## src/rtl/storage_arb_pkg.sv

```systemverilog
// Shared types and constants for the storage write-port arbiter.
// Optional statistics build: define STORAGE_ARB_STATS_EN.
package storage_arb_pkg;

  localparam int unsigned NAME_BYTES = 8;
  localparam int unsigned NAME_W     = NAME_BYTES * 8;
  localparam int unsigned MAX_REQ    = 4;
  localparam int unsigned OWNER_W    = 2;
  localparam int unsigned ID_W       = 3;
  localparam int unsigned DIM_W      = 8;
  localparam int unsigned STAT_W     = 16;

  typedef enum logic [1:0] {
    IDLE    = 2'd0,
    GRANT   = 2'd1,
    STREAM  = 2'd2,
    RELEASE = 2'd3
  } arb_state_t;

  // Header fields of one write transaction
  typedef struct packed {
    logic [ID_W-1:0]   matrix_id;
    logic [DIM_W-1:0]  rows;
    logic [DIM_W-1:0]  cols;
    logic [NAME_W-1:0] name;
  } wr_hdr_t;

  // Round-robin successor of an index, wrapping at num
  function automatic logic [OWNER_W-1:0] next_ptr(input logic [OWNER_W-1:0] cur,
                                                  input int unsigned num);
    if (32'(cur) + 32'd1 >= num) begin
      return '0;
    end
    return cur + OWNER_W'(1);
  endfunction

endpackage

```

## src/rtl/storage_write_arbiter_rr_priority_picker.sv

```systemverilog
// Combinational round-robin picker: first set request at or after ptr, cyclically.
module rr_priority_picker
  import storage_arb_pkg::*;
#(
  parameter int unsigned NUM_REQ = 2
) (
  input  logic [NUM_REQ-1:0] req,
  input  logic [OWNER_W-1:0] ptr,
  output logic [OWNER_W-1:0] grant_idx,
  output logic               any_valid
);

  localparam int unsigned IDX_W = (NUM_REQ > 2) ? 2 : 1;

  int cand;

  // Scan candidates in priority order starting at the pointer
  always_comb begin
    grant_idx = '0;
    any_valid = 1'b0;
    cand      = 0;
    for (int i = 0; i < int'(NUM_REQ); i++) begin
      cand = int'(ptr) + i;
      if (cand >= int'(NUM_REQ)) begin
        cand = cand - int'(NUM_REQ);
      end
      if (!any_valid && req[cand[IDX_W-1:0]]) begin
        any_valid = 1'b1;
        grant_idx = OWNER_W'(cand);
      end
    end
  end

endmodule

```

## src/rtl/storage_write_arbiter.sv

```systemverilog
// Round-robin arbiter sharing the storage manager write port among requesters.
// A grant spans a whole transaction: request, header, data stream, write_done.
// Optional statistics build: define STORAGE_ARB_STATS_EN.
module storage_write_arbiter
  import storage_arb_pkg::*;
#(
  parameter int unsigned NUM_REQ    = 2,
  parameter int unsigned DATA_WIDTH = 32
) (
  input  logic                          clk,
  input  logic                          rst,
  input  logic [NUM_REQ-1:0]            req_write_request,
  input  logic [NUM_REQ*3-1:0]          req_matrix_id,
  input  logic [NUM_REQ*8-1:0]          req_rows,
  input  logic [NUM_REQ*8-1:0]          req_cols,
  input  logic [NUM_REQ*64-1:0]         req_name,
  input  logic [NUM_REQ*DATA_WIDTH-1:0] req_data,
  input  logic [NUM_REQ-1:0]            req_data_valid,
  output logic [NUM_REQ-1:0]            req_write_ready,
  output logic [NUM_REQ-1:0]            req_writer_ready,
  output logic [NUM_REQ-1:0]            req_write_done,
  output logic                          sm_write_request,
  output logic [2:0]                    sm_matrix_id,
  output logic [7:0]                    sm_rows,
  output logic [7:0]                    sm_cols,
  output logic [63:0]                   sm_name,
  output logic [DATA_WIDTH-1:0]         sm_data,
  output logic                          sm_data_valid,
  input  logic                          sm_write_ready,
  input  logic                          sm_writer_ready,
  input  logic                          sm_write_done,
  output logic                          busy,
  output logic [1:0]                    owner
`ifdef STORAGE_ARB_STATS_EN
  ,
  output logic [NUM_REQ*16-1:0]         stat_grant_count,
  output logic                          stat_conflict
`endif
);

  arb_state_t            state_q, state_d;
  logic [OWNER_W-1:0]    owner_q, owner_d;
  logic [OWNER_W-1:0]    ptr_q, ptr_d;

  logic [OWNER_W-1:0]    pick_idx;
  logic                  pick_any;

  wr_hdr_t               own_hdr;
  logic                  own_req;
  logic                  own_valid;
  logic [DATA_WIDTH-1:0] own_data;

  rr_priority_picker #(
    .NUM_REQ (NUM_REQ)
  ) u_picker (
    .req       (req_write_request),
    .ptr       (ptr_q),
    .grant_idx (pick_idx),
    .any_valid (pick_any)
  );

  // Select the current owner's request, header and data
  always_comb begin
    own_hdr   = '0;
    own_req   = 1'b0;
    own_valid = 1'b0;
    own_data  = '0;
    for (int i = 0; i < int'(NUM_REQ); i++) begin
      if (owner_q == OWNER_W'(i)) begin
        own_req           = req_write_request[i];
        own_valid         = req_data_valid[i];
        own_data          = req_data[i*DATA_WIDTH +: DATA_WIDTH];
        own_hdr.matrix_id = req_matrix_id[i*ID_W +: ID_W];
        own_hdr.rows      = req_rows[i*DIM_W +: DIM_W];
        own_hdr.cols      = req_cols[i*DIM_W +: DIM_W];
        own_hdr.name      = req_name[i*NAME_W +: NAME_W];
      end
    end
  end

  // Route owner to the storage port and storage handshakes back to the owner only
  always_comb begin
    sm_write_request = 1'b0;
    sm_matrix_id     = '0;
    sm_rows          = '0;
    sm_cols          = '0;
    sm_name          = '0;
    sm_data          = '0;
    sm_data_valid    = 1'b0;
    req_write_ready  = '0;
    req_writer_ready = '0;
    req_write_done   = '0;
    if (state_q != IDLE) begin
      // Request is withheld in RELEASE so the storage manager sees the transaction end
      sm_write_request = own_req && (state_q != RELEASE);
      sm_matrix_id     = own_hdr.matrix_id;
      sm_rows          = own_hdr.rows;
      sm_cols          = own_hdr.cols;
      sm_name          = own_hdr.name;
      sm_data          = own_data;
      sm_data_valid    = own_valid;
      for (int i = 0; i < int'(NUM_REQ); i++) begin
        if (owner_q == OWNER_W'(i)) begin
          req_write_ready[i]  = sm_write_ready;
          req_writer_ready[i] = sm_writer_ready;
          req_write_done[i]   = sm_write_done;
        end
      end
    end
  end

  // Transaction FSM: arbitrate, wait for acceptance, stream, then wait for request drop
  always_comb begin
    state_d = state_q;
    owner_d = owner_q;
    ptr_d   = ptr_q;
    case (state_q)
      IDLE: begin
        if (pick_any) begin
          owner_d = pick_idx;
          state_d = GRANT;
        end
      end
      GRANT: begin
        // Abort leaves the pointer alone so the same priority order is retried
        if (!own_req) begin
          owner_d = '0;
          state_d = IDLE;
        end else if (sm_write_ready) begin
          state_d = STREAM;
        end
      end
      STREAM: begin
        if (sm_write_done) begin
          state_d = RELEASE;
        end
      end
      RELEASE: begin
        if (!own_req) begin
          ptr_d   = next_ptr(owner_q, NUM_REQ);
          owner_d = '0;
          state_d = IDLE;
        end
      end
      default: begin
        state_d = IDLE;
      end
    endcase
  end

  // FSM, owner and round-robin pointer registers
  always_ff @(posedge clk or posedge rst) begin
    if (rst) begin
      state_q <= IDLE;
      owner_q <= '0;
      ptr_q   <= '0;
    end else begin
      state_q <= state_d;
      owner_q <= owner_d;
      ptr_q   <= ptr_d;
    end
  end

  assign busy  = (state_q != IDLE);
  assign owner = owner_q;

`ifdef STORAGE_ARB_STATS_EN
  logic [NUM_REQ*STAT_W-1:0] grant_cnt_q, grant_cnt_d;
  logic                      conflict_q, conflict_d;

  // Saturating per-requester completion counters and sticky conflict flag
  always_comb begin
    grant_cnt_d = grant_cnt_q;
    conflict_d  = conflict_q;
    if (state_q == STREAM && sm_write_done) begin
      for (int i = 0; i < int'(NUM_REQ); i++) begin
        if (owner_q == OWNER_W'(i) &&
            grant_cnt_q[i*STAT_W +: STAT_W] != {STAT_W{1'b1}}) begin
          grant_cnt_d[i*STAT_W +: STAT_W] = grant_cnt_q[i*STAT_W +: STAT_W] + STAT_W'(1);
        end
      end
    end
    if (state_q == IDLE && $countones(req_write_request) >= 2) begin
      conflict_d = 1'b1;
    end
  end

  // Statistics registers
  always_ff @(posedge clk or posedge rst) begin
    if (rst) begin
      grant_cnt_q <= '0;
      conflict_q  <= 1'b0;
    end else begin
      grant_cnt_q <= grant_cnt_d;
      conflict_q  <= conflict_d;
    end
  end

  assign stat_grant_count = grant_cnt_q;
  assign stat_conflict    = conflict_q;
`endif

endmodule

```

## config.mk

```make
export PLATFORM = sky130hd
export DESIGN_NAME = storage_write_arbiter
export DESIGN_NICKNAME = d
export VERILOG_FILES = /design/src/rtl/storage_arb_pkg.sv /design/src/rtl/storage_write_arbiter_rr_priority_picker.sv /design/src/rtl/storage_write_arbiter.sv
export SDC_FILE = /design/constraint.sdc
export NUM_CORES = 1
export LEC_CHECK = 0
export ABC_AREA = 1
export ABC_CLOCK_PERIOD_IN_PS = 1350
export CORE_AREA = 2 2 140 142
export DETAILED_ROUTE_END_ITERATION = 6
export DIE_AREA = 0 0 142 144
export GPL_ROUTABILITY_DRIVEN = 0
export PLACE_DENSITY = 0.63
export SYNTH_ARGS = -nofsm -noshare
export SYNTH_HDL_FRONTEND = slang
export SYNTH_SLANG_ARGS = --single-unit
```

## constraint.sdc

```tcl
create_clock -name clk -period 1.35 [get_ports clk]
set_input_delay 0.135 -clock clk [delete_from_list [all_inputs] [get_ports clk]]
set_output_delay 0.135 -clock clk [all_outputs]
set_load 0.005 [all_outputs]
```

==> impl_metrics.py <==
metrics = {
    "outcome": {
        "status": "finished with violations",
        "violations": "setup timing",
    },
    "synthesis": {
        "synth_most_common_cell": "nor2_1",
        "synth_common_cells": "102 x nor2_1, 76 x a22oi_1, 40 x a22oi_2",
        "async_flop_share_pct": 100,
        "synth_top_area_share_pct": 24.9,
        "synth_edf_count": 0,
        "yosysSeqAreaShare_pct": 6.55,
        "yosysUniqueCellTypes": 23,
        "synth.avg_cell_area_um2": 6.77,
        "syn_nets": 581,
        "netlist_top_cells_area": "a22oi_1 25%, a22oi_2 22%, nor2_1 17%",
        "synthFlopType": "dfrtp_1",
        "syn_inst": 339,
        "synth-seq-cells": 6,
        "ys_warn_count": 0,
        "synth_area_um2": 2290,
        "synth_area_leader_cell": "a22oi_1",
    },
    "clock_network": {
        "numCtsBuffers": 3,
        "clk_pin_slew_ns": 0.04,
        "htreeDepth": 1,
        "numClockSinks": 6,
        "root_buffer": "clkbuf_16",
        "cts_tree": "built",
        "clock_latency_ns": 0.23,
        "clockBufferDepth": 2,
    },
    "worst_setup_path": {
        "path_cells": "inv_2 > buf_6 > ha_4 > nand2_8 > clkinv_8 > buf_8 > buf_16 > buf_12 > a22oi_2 > nor2_1 > buf_2",
        "crit_family": "buffers and inverters",
        "r2r_setup_slack_ns": -0.23,
        "critPathCaptureType": "output port",
        "path_buf_inv": 7,
        "startpoint": "owner[1]$_DFFE_PP0P_",
        "crit_arrival_ns": 1.85,
        "crit_path_start_kind": "flip-flop",
        "crit_slowest_cell": "dfrtp_1",
        "max_stage_delay_ns": 0.35,
        "r2r_end": "ptr_q[0]$_DFFE_PP0P_",
        "path_max_fanout": 7,
        "path_class": "flip-flop to output port",
        "rr_startpoint": "owner[1]$_DFFE_PP0P_",
        "worstPathRequired_ns": 1.22,
        "r2r_cells": 12,
    },
    "layout": {
        "syn2layout_area_growth_pct": 231,
        "n_fill_cell": 1931,
        "fin_nets": 1032,
        "drive_gt1_share_pct": 50.8,
        "n_antenna_cell": 0,
    },
    "sta": {
        "hold_viol_final": 0,
        "period_share_pct": 147,
        "holdWs_ns": 0.134,
        "slew_violations": 0,
        "skew_ns": 0.00251,
        "timing.fmax_mhz": 505,
        "setup-violations-final": 130,
        "period_minus_slack_ns": 1.98,
        "setup_slack_ns": -0.631,
        "worstMarginPinSlew_ns": 0.267,
        "rsz0062_at_grt": "yes",
        "relSlewSlack_pct": 82.2,
    },
    "route": {
        "dr.first_iter.drc_count": 79,
        "wl_per_cell_um": 17.4,
        "route.vias.total": 4403,
        "drcViolationCount": 0,
        "first_pass_iters": 4,
        "vias_per_cell": 4.29,
        "postRouteAntennaNets": 0,
        "routed_wl_um": 17900,
    },
    "global_routing": {
        "grt_max_degree": 40,
        "grt_overflow": 0,
        "grt_pass1_wl_um": 24500,
        "grt_usage_pct": 15.5,
        "antenna_found_initial": 1,
        "first_global_vias": 4411,
    },
    "floorplan": {
        "ios": 365,
        "die_w_um": 142,
        "rows": 51,
        "die_h_um": 144,
        "core_region_area_um2": 19100,
        "start_util_pct": 12.0,
        "dieArea_um2": 20400,
    },
    "placed_design": {
        "dp_slack_ns": -0.755,
        "dp_hpwl_um": 12300,
        "numPortBuffers": 364,
    },
    "power": {
        "p_per_area_nw_per_um2": 2430,
        "p_leak_nw": 3.31,
        "ir_drop_uv": 1210,
    },
    "run": {
        "max-cap-violations": 0,
    },
    "hold_path": {
        "min_path_type": "input pin to async pin",
    },
}
## worst max path at each step
stage / slack [ns] / cells past startpoint / endpoint
after floorplan: -0.05 / 8 / sm_data[14]
after global placement: -0.68 / 8 / sm_name[62]
after detailed placement: -0.76 / 8 / sm_data[5]
after CTS: -0.75 / 10 / sm_name[51]
after global routing: -0.72 / 11 / sm_name[62]
final: -0.63 / 11 / sm_name[25]
## where the power goes
part / leakage [nW] / switching (W) / internal, W / total [W]
logic: 3.19 / 0.00779 / 0.00984 / 0.0176
clock network: 0.0370 / 0.000100 / 0.000380 / 0.000481
registers: 0.0768 / 0.0000693 / 0.000258 / 0.000327
## layer usage
metal	routed length (um)	global-route usage [%]
met5	0	0
met4	158	2.74
met3	1180	3.01
met2	9800	31.1
met1	6730	16.8
## layout make-up
cell class	instances	area, um^2	share of cell area [%]
Tap cell	238	298	3.93
Inverter	17	78.8	1.04
Timing Repair inverter	1	7.51	0.0990
Clock buffer	3	75.1	0.990
Multi-Input combinational cell	277	2270	29.9
Sequential cell	6	150	1.98
Timing Repair Buffer	484	4710	62.1
## stage by stage
step	utilization (%)	cell area, um^2	std cells	TNS (ns)	total power, W
after floorplan	-	2300	339	-1.87	0.00632
after global placement	33.6	6400	947	-75.78	0.0132
after detailed placement	33.6	6400	947	-80.84	0.0132
after CTS	38.9	7430	1005	-75.73	0.0180
after global routing	39.7	7580	1026	-76.60	0.0197
final	39.7	7580	1026	-65.30	0.0184
## kinds of logic after synthesis
group | share of synthesized area [%]
AOI/OAI and AO/OA | 48.1
adders and majority gates | 1.64
buffers and inverters | 15.2
DFF | 6.55
and+or+nand+nor | 28.5
## worst register-to-register path: cells and delay by family (launching register included)
family,cells,cell delay (ns)
adder cells (fa/ha/maj),1,0.17
buffers and inverters,5,0.51
flip-flops,1,0.35
AND/OR/NAND/NOR,5,0.43
AO/OA/AOI/OAI,1,0.05
## layout by cell type (no fill, tap or decap), drive strengths merged
master         netlist  layout
clkbuf               3      43
nor2               122     122
dlygate4sd2          0       5
clkdlybuf4s50        0     238
o211ai               1       1
clkinv               0       1
nand4                3       3
clkinvlp             0       1
inv                 17      16
dfrtp                6       6
nor3                 6       6
dlymetal6s2s         0       1
clkdlybuf4s15        0       5
buf                 36     195
ha                   3       3
o21ai                5       5
a22oi              116     116
nand3                4       4
nand2               16      16
and2                 1       1
## repair_timing
action | CTS | global route
gates resized for setup | 495 | 156
hold buffers | 0 | 0
gates cloned | 15 | 5
pin swaps | 44 | 73
setup buffers | 42 | 31
setup endpoints to repair | 131 | 131
No activity file was read; power rests on OpenSTA's default activity.
